`config.mk`:
```
export PLATFORM = sky130hd
export DESIGN_NAME = alu_issue_scheduler_flat
export DESIGN_NICKNAME = d
export VERILOG_FILES = /design/src/rtl/alu_issue_scheduler_if.sv /design/src/rtl/alu_issue_scheduler.sv /design/src/flat_wrapper.sv
export SDC_FILE = /design/constraint.sdc
export NUM_CORES = 1
export LEC_CHECK = 0
export ABC_AREA = 1
export BUFFER_PORTS_ARGS = -buffer_cell sky130_fd_sc_hd__buf_4
export CAP_MARGIN = 20
export CORE_MARGIN = 5
export CORE_UTILIZATION = 45
export CTS_CLUSTER_SIZE = 24
export DETAILED_ROUTE_END_ITERATION = 16
export SLEW_MARGIN = 20
export SYNTH_ARGS = -nofsm -noshare
export SYNTH_HDL_FRONTEND = slang
export SYNTH_SLANG_ARGS = --single-unit
export TNS_END_PERCENT = 30
```
`constraint.sdc`:
```
create_clock -name clk -period 4.3 [get_ports clk]
set_input_delay 0.645 -clock clk [delete_from_list [all_inputs] [get_ports clk]]
set_output_delay 0.645 -clock clk [all_outputs]
set_load 0.02 [all_outputs]
```
`src/rtl/alu_issue_scheduler_if.sv`:
```
// alu_issue_scheduler_if
//   Bundles the decode-side slot signals, the branch resolution input and the
//   issue/fetch control outputs of the dual-issue scheduler.
//
//   Decode -> scheduler : valid0/1, rs0/1, rt0/1, rd0/1, use_rt0/1,
//                         regwr0/1, isbr0/1, branch_ctrl
//   Scheduler -> pipes  : issue0/1, consumed, fetch_flush, busy, stall_count
//
//   master : the decode/fetch side that presents instructions
//   slave  : the scheduler itself
interface alu_issue_scheduler_if;
    logic        valid0;
    logic        valid1;
    logic [4:0]  rs0;
    logic [4:0]  rt0;
    logic [4:0]  rs1;
    logic [4:0]  rt1;
    logic [4:0]  rd0;
    logic [4:0]  rd1;
    logic        use_rt0;
    logic        use_rt1;
    logic        regwr0;
    logic        regwr1;
    logic        isbr0;
    logic        isbr1;
    logic        branch_ctrl;
    logic        issue0;
    logic        issue1;
    logic [1:0]  consumed;
    logic        fetch_flush;
    logic        busy;
    logic [15:0] stall_count;

    modport master (
        output valid0, valid1, rs0, rt0, rs1, rt1, rd0, rd1,
               use_rt0, use_rt1, regwr0, regwr1, isbr0, isbr1, branch_ctrl,
        input  issue0, issue1, consumed, fetch_flush, busy, stall_count
    );

    modport slave (
        input  valid0, valid1, rs0, rt0, rs1, rt1, rd0, rd1,
               use_rt0, use_rt1, regwr0, regwr1, isbr0, isbr1, branch_ctrl,
        output issue0, issue1, consumed, fetch_flush, busy, stall_count
    );
endinterface

```
`src/rtl/alu_issue_scheduler.sv`:
```
// alu_issue_scheduler
//   In-order dual-issue scheduler feeding two forwarding-less ALU
//   subpipelines. Decides each cycle how many of the two oldest decoded
//   instructions enter ID/EX, tracks pending register writes in a countdown
//   scoreboard, serializes branches until branch_ctrl resolves, and reports
//   consumption and flush requests to the IFU.
//
//   Parameters : WB_LAT (1..4) issue-to-readable latency of a destination
//                BR_LAT (1..4) issue-to-resolution latency of a branch
//   Ports      : clk    rising-edge clock
//                rst_n  synchronous active-low reset
//                sched  slave side of alu_issue_scheduler_if
module alu_issue_scheduler #(
    parameter int WB_LAT = 3,
    parameter int BR_LAT = 2
) (
    input logic                   clk,
    input logic                   rst_n,
    alu_issue_scheduler_if.slave  sched
);

    localparam logic [2:0] WB_LOAD = 3'(WB_LAT - 1);
    localparam logic [2:0] BR_LOAD = 3'(BR_LAT);

    typedef enum logic [1:0] {
        RUN     = 2'd0,
        BR_WAIT = 2'd1,
        FLUSH   = 2'd2
    } state_t;

    state_t      state_q;
    logic [2:0]  brCount_q;
    logic        fetchFlush_q;
    logic        busy_q;
    logic [2:0]  score_q [32];
    logic [2:0]  score_d [32];
    logic [15:0] stallCount_q;
    logic [15:0] stallCount_d;

    logic rs0Busy, rt0Busy, rs1Busy, rt1Busy;
    logic rawHazard, wawHazard;
    logic issue0, issue1;

    // A register is pending while its countdown is non-zero. Entry 0 is never
    // loaded, so reads of r0 can never look busy.
    assign rs0Busy = (score_q[sched.rs0] != 3'd0);
    assign rt0Busy = (score_q[sched.rt0] != 3'd0);
    assign rs1Busy = (score_q[sched.rs1] != 3'd0);
    assign rt1Busy = (score_q[sched.rt1] != 3'd0);

    // Slot 0 reads the scoreboard only. Slot 1 must additionally respect the
    // pair it travels with: the scoreboard cannot see slot 0's write until the
    // end of this cycle, so same-cycle RAW and WAW are checked explicitly.
    // Branches never pair with anything so the BR_WAIT serialization stays exact.
    assign rawHazard = sched.regwr0 && (sched.rd0 != 5'd0) &&
                       ((sched.rd0 == sched.rs1) ||
                        (sched.use_rt1 && (sched.rd0 == sched.rt1)));
    assign wawHazard = sched.regwr0 && sched.regwr1 &&
                       (sched.rd0 == sched.rd1) && (sched.rd0 != 5'd0);

    assign issue0 = rst_n && (state_q == RUN) && sched.valid0 &&
                    !rs0Busy && !(sched.use_rt0 && rt0Busy);

    assign issue1 = issue0 && sched.valid1 && !sched.isbr0 && !sched.isbr1 &&
                    !rs1Busy && !(sched.use_rt1 && rt1Busy) &&
                    !rawHazard && !wawHazard;

    assign sched.issue0      = issue0;
    assign sched.issue1      = issue1;
    assign sched.consumed    = {1'b0, issue0} + {1'b0, issue1};
    assign sched.fetch_flush = fetchFlush_q && rst_n;
    assign sched.busy        = busy_q;
    assign sched.stall_count = stallCount_q;

    // Next scoreboard: every pending entry counts down by one, then fresh
    // writers overwrite their entry so a reload beats the decrement. The two
    // loads can never collide because a same-destination pair is not issued.
    always_comb begin
        for (int r = 0; r < 32; r++) begin
            score_d[r] = (score_q[r] != 3'd0) ? (score_q[r] - 3'd1) : 3'd0;
        end
        if (issue0 && sched.regwr0 && (sched.rd0 != 5'd0)) begin
            score_d[sched.rd0] = WB_LOAD;
        end
        if (issue1 && sched.regwr1 && (sched.rd1 != 5'd0)) begin
            score_d[sched.rd1] = WB_LOAD;
        end
    end

    // Scoreboard storage; reset drops every in-flight write so nothing
    // stays blocked after a restart.
    always_ff @(posedge clk) begin
        for (int r = 0; r < 32; r++) begin
            if (!rst_n) begin
                score_q[r] <= 3'd0;
            end else begin
                score_q[r] <= score_d[r];
            end
        end
    end

    // A stalled cycle is any cycle where slot 0 holds work that cannot go,
    // whether blocked by a hazard or by branch serialization. The counter
    // sticks at all-ones instead of wrapping.
    always_comb begin
        stallCount_d = stallCount_q;
        if (sched.valid0 && !issue0 && (stallCount_q != 16'hFFFF)) begin
            stallCount_d = stallCount_q + 16'd1;
        end
    end

    always_ff @(posedge clk) begin
        if (!rst_n) begin
            stallCount_q <= 16'd0;
        end else begin
            stallCount_q <= stallCount_d;
        end
    end

    // Branch serialization. Issuing a branch parks the scheduler in BR_WAIT
    // for BR_LAT cycles; branch_ctrl is looked at only in the last of them.
    // busy and fetch_flush are registered alongside the state so they reflect
    // the state being entered, not the one being left.
    always_ff @(posedge clk) begin
        if (!rst_n) begin
            state_q      <= RUN;
            brCount_q    <= 3'd0;
            fetchFlush_q <= 1'b0;
            busy_q       <= 1'b0;
        end else begin
            case (state_q)
                RUN: begin
                    if (issue0 && sched.isbr0) begin
                        state_q   <= BR_WAIT;
                        brCount_q <= BR_LOAD;
                        busy_q    <= 1'b1;
                    end
                end
                BR_WAIT: begin
                    brCount_q <= brCount_q - 3'd1;
                    if (brCount_q == 3'd1) begin
                        if (sched.branch_ctrl) begin
                            state_q      <= FLUSH;
                            fetchFlush_q <= 1'b1;
                            busy_q       <= 1'b1;
                        end else begin
                            state_q      <= RUN;
                            fetchFlush_q <= 1'b0;
                            busy_q       <= 1'b0;
                        end
                    end
                end
                FLUSH: begin
                    state_q      <= RUN;
                    fetchFlush_q <= 1'b0;
                    busy_q       <= 1'b0;
                end
                default: begin
                    state_q      <= RUN;
                    fetchFlush_q <= 1'b0;
                    busy_q       <= 1'b0;
                end
            endcase
        end
    end

endmodule

```
`src/flat_wrapper.sv`:
```
// flat-port wrapper written by rule: the top's interface ports become plain ports
module alu_issue_scheduler_flat 
#(
    parameter int WB_LAT = 3,
    parameter int BR_LAT = 2
)
  (clk, rst_n, sched_valid0, sched_valid1, sched_rs0, sched_rt0, sched_rs1, sched_rt1, sched_rd0, sched_rd1, sched_use_rt0, sched_use_rt1, sched_regwr0, sched_regwr1, sched_isbr0, sched_isbr1, sched_branch_ctrl, sched_issue0, sched_issue1, sched_consumed, sched_fetch_flush, sched_busy, sched_stall_count);
  alu_issue_scheduler_if sched_i ();
  input logic clk;
  input logic rst_n;
  input wire logic [$bits(sched_i.valid0)-1:0] sched_valid0;
  input wire logic [$bits(sched_i.valid1)-1:0] sched_valid1;
  input wire logic [$bits(sched_i.rs0)-1:0] sched_rs0;
  input wire logic [$bits(sched_i.rt0)-1:0] sched_rt0;
  input wire logic [$bits(sched_i.rs1)-1:0] sched_rs1;
  input wire logic [$bits(sched_i.rt1)-1:0] sched_rt1;
  input wire logic [$bits(sched_i.rd0)-1:0] sched_rd0;
  input wire logic [$bits(sched_i.rd1)-1:0] sched_rd1;
  input wire logic [$bits(sched_i.use_rt0)-1:0] sched_use_rt0;
  input wire logic [$bits(sched_i.use_rt1)-1:0] sched_use_rt1;
  input wire logic [$bits(sched_i.regwr0)-1:0] sched_regwr0;
  input wire logic [$bits(sched_i.regwr1)-1:0] sched_regwr1;
  input wire logic [$bits(sched_i.isbr0)-1:0] sched_isbr0;
  input wire logic [$bits(sched_i.isbr1)-1:0] sched_isbr1;
  input wire logic [$bits(sched_i.branch_ctrl)-1:0] sched_branch_ctrl;
  output wire logic [$bits(sched_i.issue0)-1:0] sched_issue0;
  output wire logic [$bits(sched_i.issue1)-1:0] sched_issue1;
  output wire logic [$bits(sched_i.consumed)-1:0] sched_consumed;
  output wire logic [$bits(sched_i.fetch_flush)-1:0] sched_fetch_flush;
  output wire logic [$bits(sched_i.busy)-1:0] sched_busy;
  output wire logic [$bits(sched_i.stall_count)-1:0] sched_stall_count;
  assign sched_i.valid0 = sched_valid0;
  assign sched_i.valid1 = sched_valid1;
  assign sched_i.rs0 = sched_rs0;
  assign sched_i.rt0 = sched_rt0;
  assign sched_i.rs1 = sched_rs1;
  assign sched_i.rt1 = sched_rt1;
  assign sched_i.rd0 = sched_rd0;
  assign sched_i.rd1 = sched_rd1;
  assign sched_i.use_rt0 = sched_use_rt0;
  assign sched_i.use_rt1 = sched_use_rt1;
  assign sched_i.regwr0 = sched_regwr0;
  assign sched_i.regwr1 = sched_regwr1;
  assign sched_i.isbr0 = sched_isbr0;
  assign sched_i.isbr1 = sched_isbr1;
  assign sched_i.branch_ctrl = sched_branch_ctrl;
  assign sched_issue0 = sched_i.issue0;
  assign sched_issue1 = sched_i.issue1;
  assign sched_consumed = sched_i.consumed;
  assign sched_fetch_flush = sched_i.fetch_flush;
  assign sched_busy = sched_i.busy;
  assign sched_stall_count = sched_i.stall_count;
  alu_issue_scheduler #(.WB_LAT(WB_LAT), .BR_LAT(BR_LAT)) u_core (.clk(clk), .rst_n(rst_n), .sched(sched_i));
endmodule
```
==> impl_results.html <==
<table>
<tr><th>Metric</th><th>Value</th></tr>
<tr><th colspan="2">Outcome</th></tr>
<tr><td>Run status</td><td>completed</td></tr>
<tr><th colspan="2">Clock tree</th></tr>
<tr><td>TritonCTS clock tree</td><td>done</td></tr>
<tr><td>Clock buffers created by TritonCTS</td><td>17</td></tr>
<tr><td>Number of cells upsized or downsized after cts</td><td>0</td></tr>
<tr><td>Hold buffer count at CTS</td><td>0</td></tr>
<tr><td>Deepest clock path buffer count</td><td>2</td></tr>
<tr><td>Clock sink count</td><td>119</td></tr>
<tr><td>Clk_lat worst skew</td><td>440 ps</td></tr>
<tr><td>Clock-pin slew on the worst setup and hold paths</td><td>60 ps</td></tr>
<tr><td>H-tree levels</td><td>4</td></tr>
<tr><td>Number of setup buffers added after CTS</td><td>0</td></tr>
<tr><td>Library cell used as clock root buffer</td><td>sky130_fd_sc_hd__clkbuf_16</td></tr>
<tr><th colspan="2">Global route</th></tr>
<tr><td>Via count of the first global-routing pass</td><td>9,192</td></tr>
<tr><td>Maximum number of pins on one net before global-route repair</td><td>82</td></tr>
<tr><td>Wire length of the first global-routing pass</td><td>49.49 mm</td></tr>
<tr><td>Initial antenna violation count</td><td>0</td></tr>
<tr><td>GRT Util Overall</td><td>26.53%</td></tr>
<tr><td>Total global routing overflow</td><td>0</td></tr>
<tr><th colspan="2">Logic synthesis</th></tr>
<tr><td>Fraction of registers with async set or reset after synthesis</td><td>0%</td></tr>
<tr><td>Number of flops mapped to enable cells by yosys</td><td>0</td></tr>
<tr><td>Primary flip-flop cell chosen by synthesis mapping</td><td>sky130_fd_sc_hd__dfxtp_1</td></tr>
<tr><td>Avg Cell Area, Syn</td><td>6.074 um^2</td></tr>
<tr><td>Register bit total from synthesis</td><td>119</td></tr>
<tr><td>Post-synthesis sequential area ratio</td><td>26.04%</td></tr>
<tr><td>Fraction of post-synthesis cell area in the top cell type by area</td><td>26.04%</td></tr>
<tr><td>Leading cell types by total area after synthesis</td><td>sky130_fd_sc_hd__dfxtp_1 (26%), sky130_fd_sc_hd__nand2_1 (14%), sky130_fd_sc_hd__nand3_1 (11%)</td></tr>
<tr><td>Top cell type by total area after synthesis</td><td>sky130_fd_sc_hd__dfxtp_1</td></tr>
<tr><td>Cell variety after synth</td><td>37</td></tr>
<tr><td>Number of standard cells after synthesis</td><td>1,506</td></tr>
<tr><td>Count of warnings emitted by yosys</td><td>0</td></tr>
<tr><td>Mapped Nets</td><td>1,613</td></tr>
<tr><td>Netlist area before placement</td><td>9148 um^2</td></tr>
<tr><th colspan="2">Die</th></tr>
<tr><td>Total number of placement rows</td><td>52</td></tr>
<tr><td>Die Y</td><td>152.6 um</td></tr>
<tr><td>Total core area</td><td>20,100 um^2</td></tr>
<tr><td>Initial standard-cell utilization of the core</td><td>45.50%</td></tr>
<tr><td>Ports placed on the boundary</td><td>63</td></tr>
<tr><td>Chip Width</td><td>152.6 um</td></tr>
<tr><td>Area of the die</td><td>23,280 um^2</td></tr>
<tr><th colspan="2">Setup path</th></tr>
<tr><td>Type of element launching the critical path</td><td>primary input</td></tr>
<tr><td>Crit path cell chain</td><td>buf_4 &gt; inv_1 &gt; nand3_1 &gt; nand2_1 &gt; nand2_1 &gt; nand2_1 &gt; nor2_1 &gt; nand2_1 &gt; nand3_1 &gt; nand2_1 &gt; nor2_2 &gt; nand3_2 &gt; nor2_4 &gt; buf_4 &gt; buf_4</td></tr>
<tr><td>Number of cells traversed by the worst register-to-register path</td><td>14</td></tr>
<tr><td>Arrival time reported for the critical path endpoint</td><td>3070 ps</td></tr>
<tr><td>Worst path max stage delay</td><td>390 ps</td></tr>
<tr><td>Crit path max-delay family</td><td>simple AND/OR/NAND/NOR gates</td></tr>
<tr><td>Buffers and inverters on the worst path</td><td>4</td></tr>
<tr><td>Highest fanout seen on the critical path</td><td>21</td></tr>
<tr><td>Reg-to-reg startpoint</td><td>u_core.score_q[13][0]</td></tr>
<tr><td>Required time of the worst setup path</td><td>3650 ps</td></tr>
<tr><td>Critical Path Sink Type</td><td>primary output</td></tr>
<tr><td>Critical register-to-register path endpoint</td><td>u_core.score_q[20][0]</td></tr>
<tr><td>Kind of critical path</td><td>in -&gt; out</td></tr>
<tr><td>Cell with the biggest individual delay on the critical path</td><td>sky130_fd_sc_hd__inv_1</td></tr>
<tr><td>FF-to-FF setup slack</td><td>1310 ps</td></tr>
<tr><td>Critical Path Most Common Cell</td><td>sky130_fd_sc_hd__nand2_1</td></tr>
<tr><th colspan="2">Routing</th></tr>
<tr><td>Final wirelength</td><td>31.39 mm</td></tr>
<tr><td>First drt pass iteration count</td><td>7</td></tr>
<tr><td>Vias per cell</td><td>5.411</td></tr>
<tr><td>DRT antenna net count</td><td>0</td></tr>
<tr><td>Starting DRC count in detailed routing</td><td>907</td></tr>
<tr><td>DRC violations left</td><td>0</td></tr>
<tr><td>Vias</td><td>9,854</td></tr>
<tr><td>Average wire length per cell after detail routing</td><td>17.24 um</td></tr>
<tr><th colspan="2">Cells and area</th></tr>
<tr><td>Commonest non-fill, non-tap cell in the layout</td><td>sky130_fd_sc_hd__nand2_1</td></tr>
<tr><td>Post-route standard cell area excluding fillers</td><td>10,260 um^2</td></tr>
<tr><td>Final core utilization</td><td>51.03%</td></tr>
<tr><td>Finished Layout Cells</td><td>1,821</td></tr>
<tr><td>Growth of design area from synthesis to finish</td><td>12.15%</td></tr>
<tr><td>Layout Nets</td><td>1,645</td></tr>
<tr><td>Diode count</td><td>0</td></tr>
<tr><td>Share of final-layout standard cells stronger than drive strength 1</td><td>8.769%</td></tr>
<tr><td>Most used cells in the layout excluding fill and tap cells</td><td>sky130_fd_sc_hd__nand2_1 (341), sky130_fd_sc_hd__inv_1 (225), sky130_fd_sc_hd__nor2_1 (224)</td></tr>
<tr><th colspan="2">Timing</th></tr>
<tr><td>Sum Neg Setup Slack</td><td>0 ps</td></tr>
<tr><td>Transition time at the pin with the least slew margin</td><td>1042 ps</td></tr>
<tr><td>RSZ-0062 raised after global routing</td><td>false</td></tr>
<tr><td>Highest Clock Rate</td><td>0.2695 GHz</td></tr>
<tr><td>Final number of setup-violating endpoints</td><td>0</td></tr>
<tr><td>Final min period</td><td>3711 ps</td></tr>
<tr><td>Worst Setup Slack, final</td><td>589.3 ps</td></tr>
<tr><td>Crit share post-route</td><td>86.29%</td></tr>
<tr><td>Number of endpoints with negative hold slack in the final report</td><td>0</td></tr>
<tr><td>Worst slew margin</td><td>30.30%</td></tr>
<tr><td>Clock skew</td><td>13.25 ps</td></tr>
<tr><td>Number of pins with negative max-slew slack in the final report</td><td>0</td></tr>
<tr><th colspan="2">Place</th></tr>
<tr><td>Final weighted congestion of routability-driven global placement</td><td>0.9743</td></tr>
<tr><td>Post-detail-place hpwl</td><td>22.70 mm</td></tr>
<tr><td>Count of placed standard cells including taps</td><td>1,789</td></tr>
<tr><td>Placed Instance Area</td><td>9658 um^2</td></tr>
<tr><td>Pre-CTS worst setup slack</td><td>641.0 ps</td></tr>
<tr><td>Number of I/O port buffers</td><td>62</td></tr>
<tr><th colspan="2">Hold path</th></tr>
<tr><td>Critical hold path startpoint</td><td>u_core.score_q[0][2]</td></tr>
<tr><td>Terminating pin of the worst hold path</td><td>u_core.score_q[0][1]</td></tr>
<tr><td>Type of the most critical hold path</td><td>reg -&gt; reg</td></tr>
<tr><td>Min-Delay Path Depth</td><td>2</td></tr>
<tr><th colspan="2">Job</th></tr>
<tr><td>Number of violations of the max-capacitance limit</td><td>0</td></tr>
<tr><th colspan="2">Pwr</th></tr>
<tr><td>Maximum resistive drop on vdd</td><td>257.3 uV</td></tr>
<tr><td>Leak Pwr</td><td>5.342 nW</td></tr>
<tr><td>Power density normalized to cell area</td><td>290.7 nW/um^2</td></tr>
</table>
## final cells by class
| type | count | area (um^2) |
|---|---|---|
| Sequential cell | 119 | 2382 |
| Clock inverter | 14 | 161.4 |
| Tap cell | 270 | 337.8 |
| Fill cell | 2094 | 9846 |
| Clock buffer | 18 | 439.2 |
| Inverter | 239 | 902.1 |
| Timing Repair Buffer | 67 | 503.0 |
| Multi-Input combinational cell | 1094 | 5533 |
## per-layer routing
metal	GRT usage [%]	wire length [um]	vias to the layer above
li1	-	-	4837
met1	35.62	13770	4502
met2	41.69	13690	430
met3	6.816	2820	85
met4	8.782	1097	0
met5	0	0	-
## per-stage QoR
stage          hold WS [ps]  power (W)
4_1_cts               473.8   0.002993
2_1_floorplan         439.3   0.001379
5_1_grt               485.3   0.003088
6_report              480.8   0.002982
3_3_place_gp          454.1   0.001504
3_5_place_dp          459.6   0.001504
## kinds of logic after synthesis
kind of cell,count (synthesis),synth area share [%]
flops,119,26.04
buf+inv,293,13.47
xor+xnor,10,0.9575
simple gates,863,41.02
compound gates,155,9.479
fa+ha+maj,66,9.027
## worst register-to-register path, cell delays in order, from the launching register on
cell	delay, ps
sky130_fd_sc_hd__dfxtp_1	340
sky130_fd_sc_hd__nor2_1	440
sky130_fd_sc_hd__nand3_1	130
sky130_fd_sc_hd__nand2_1	110
sky130_fd_sc_hd__nand2_1	50
sky130_fd_sc_hd__nand3_1	70
sky130_fd_sc_hd__nand3_1	100
sky130_fd_sc_hd__nand2_1	80
sky130_fd_sc_hd__nor2_1	50
sky130_fd_sc_hd__nor2_2	240
sky130_fd_sc_hd__nand3_2	140
sky130_fd_sc_hd__nor3_4	570
sky130_fd_sc_hd__nand4_1	350
sky130_fd_sc_hd__inv_1	170
sky130_fd_sc_hd__nor2_1	50
## synthesized netlist by cell type (17+ instances only)
| master | number |
|---|---|
| sky130_fd_sc_hd__nand3_1 | 200 |
| sky130_fd_sc_hd__nand4_1 | 36 |
| sky130_fd_sc_hd__nor2_1 | 224 |
| sky130_fd_sc_hd__nor3_1 | 19 |
| sky130_fd_sc_hd__dfxtp_1 | 119 |
| sky130_fd_sc_hd__inv_1 | 225 |
| sky130_fd_sc_hd__nand2_1 | 341 |
| sky130_fd_sc_hd__o211ai_1 | 31 |
| sky130_fd_sc_hd__ha_1 | 66 |
| sky130_fd_sc_hd__buf_2 | 24 |
| sky130_fd_sc_hd__o21ai_0 | 35 |
| sky130_fd_sc_hd__a21oi_1 | 67 |
| sky130_fd_sc_hd__o21ai_1 | 17 |
## worst max-delay path by stage
stage                       from                end  slack [ps]  depth (start not counted)
floorplan           sched_rs0[0]  sched_consumed[0]        1310                         17
global placement    sched_rs0[1]       sched_issue1         670                         15
detailed placement  sched_rs0[1]       sched_issue1         640                         15
CTS                 sched_rs0[1]       sched_issue1         650                         15
global route        sched_rs0[1]       sched_issue1         420                         16
finish              sched_rs0[1]       sched_issue1         590                         15
## registers in the layout, indices dropped and copies added, names as in the netlist
signal and count:
u_core.brCount_q 3, u_core.fetchFlush_q 1, u_core.sched.busy 1, u_core.sched.stall_count 16, u_core.score_q 96, u_core.state_q 2
## where the power goes
part	leakage (nW)	internal, W	total [W]	switching [W]
registers	0.959	0.00111	0.00111	0.00000516
logic	4.09	0.000111	0.000377	0.000266
clock network	0.297	0.000883	0.00149	0.000608
Power figures use the tool's default switching activity.
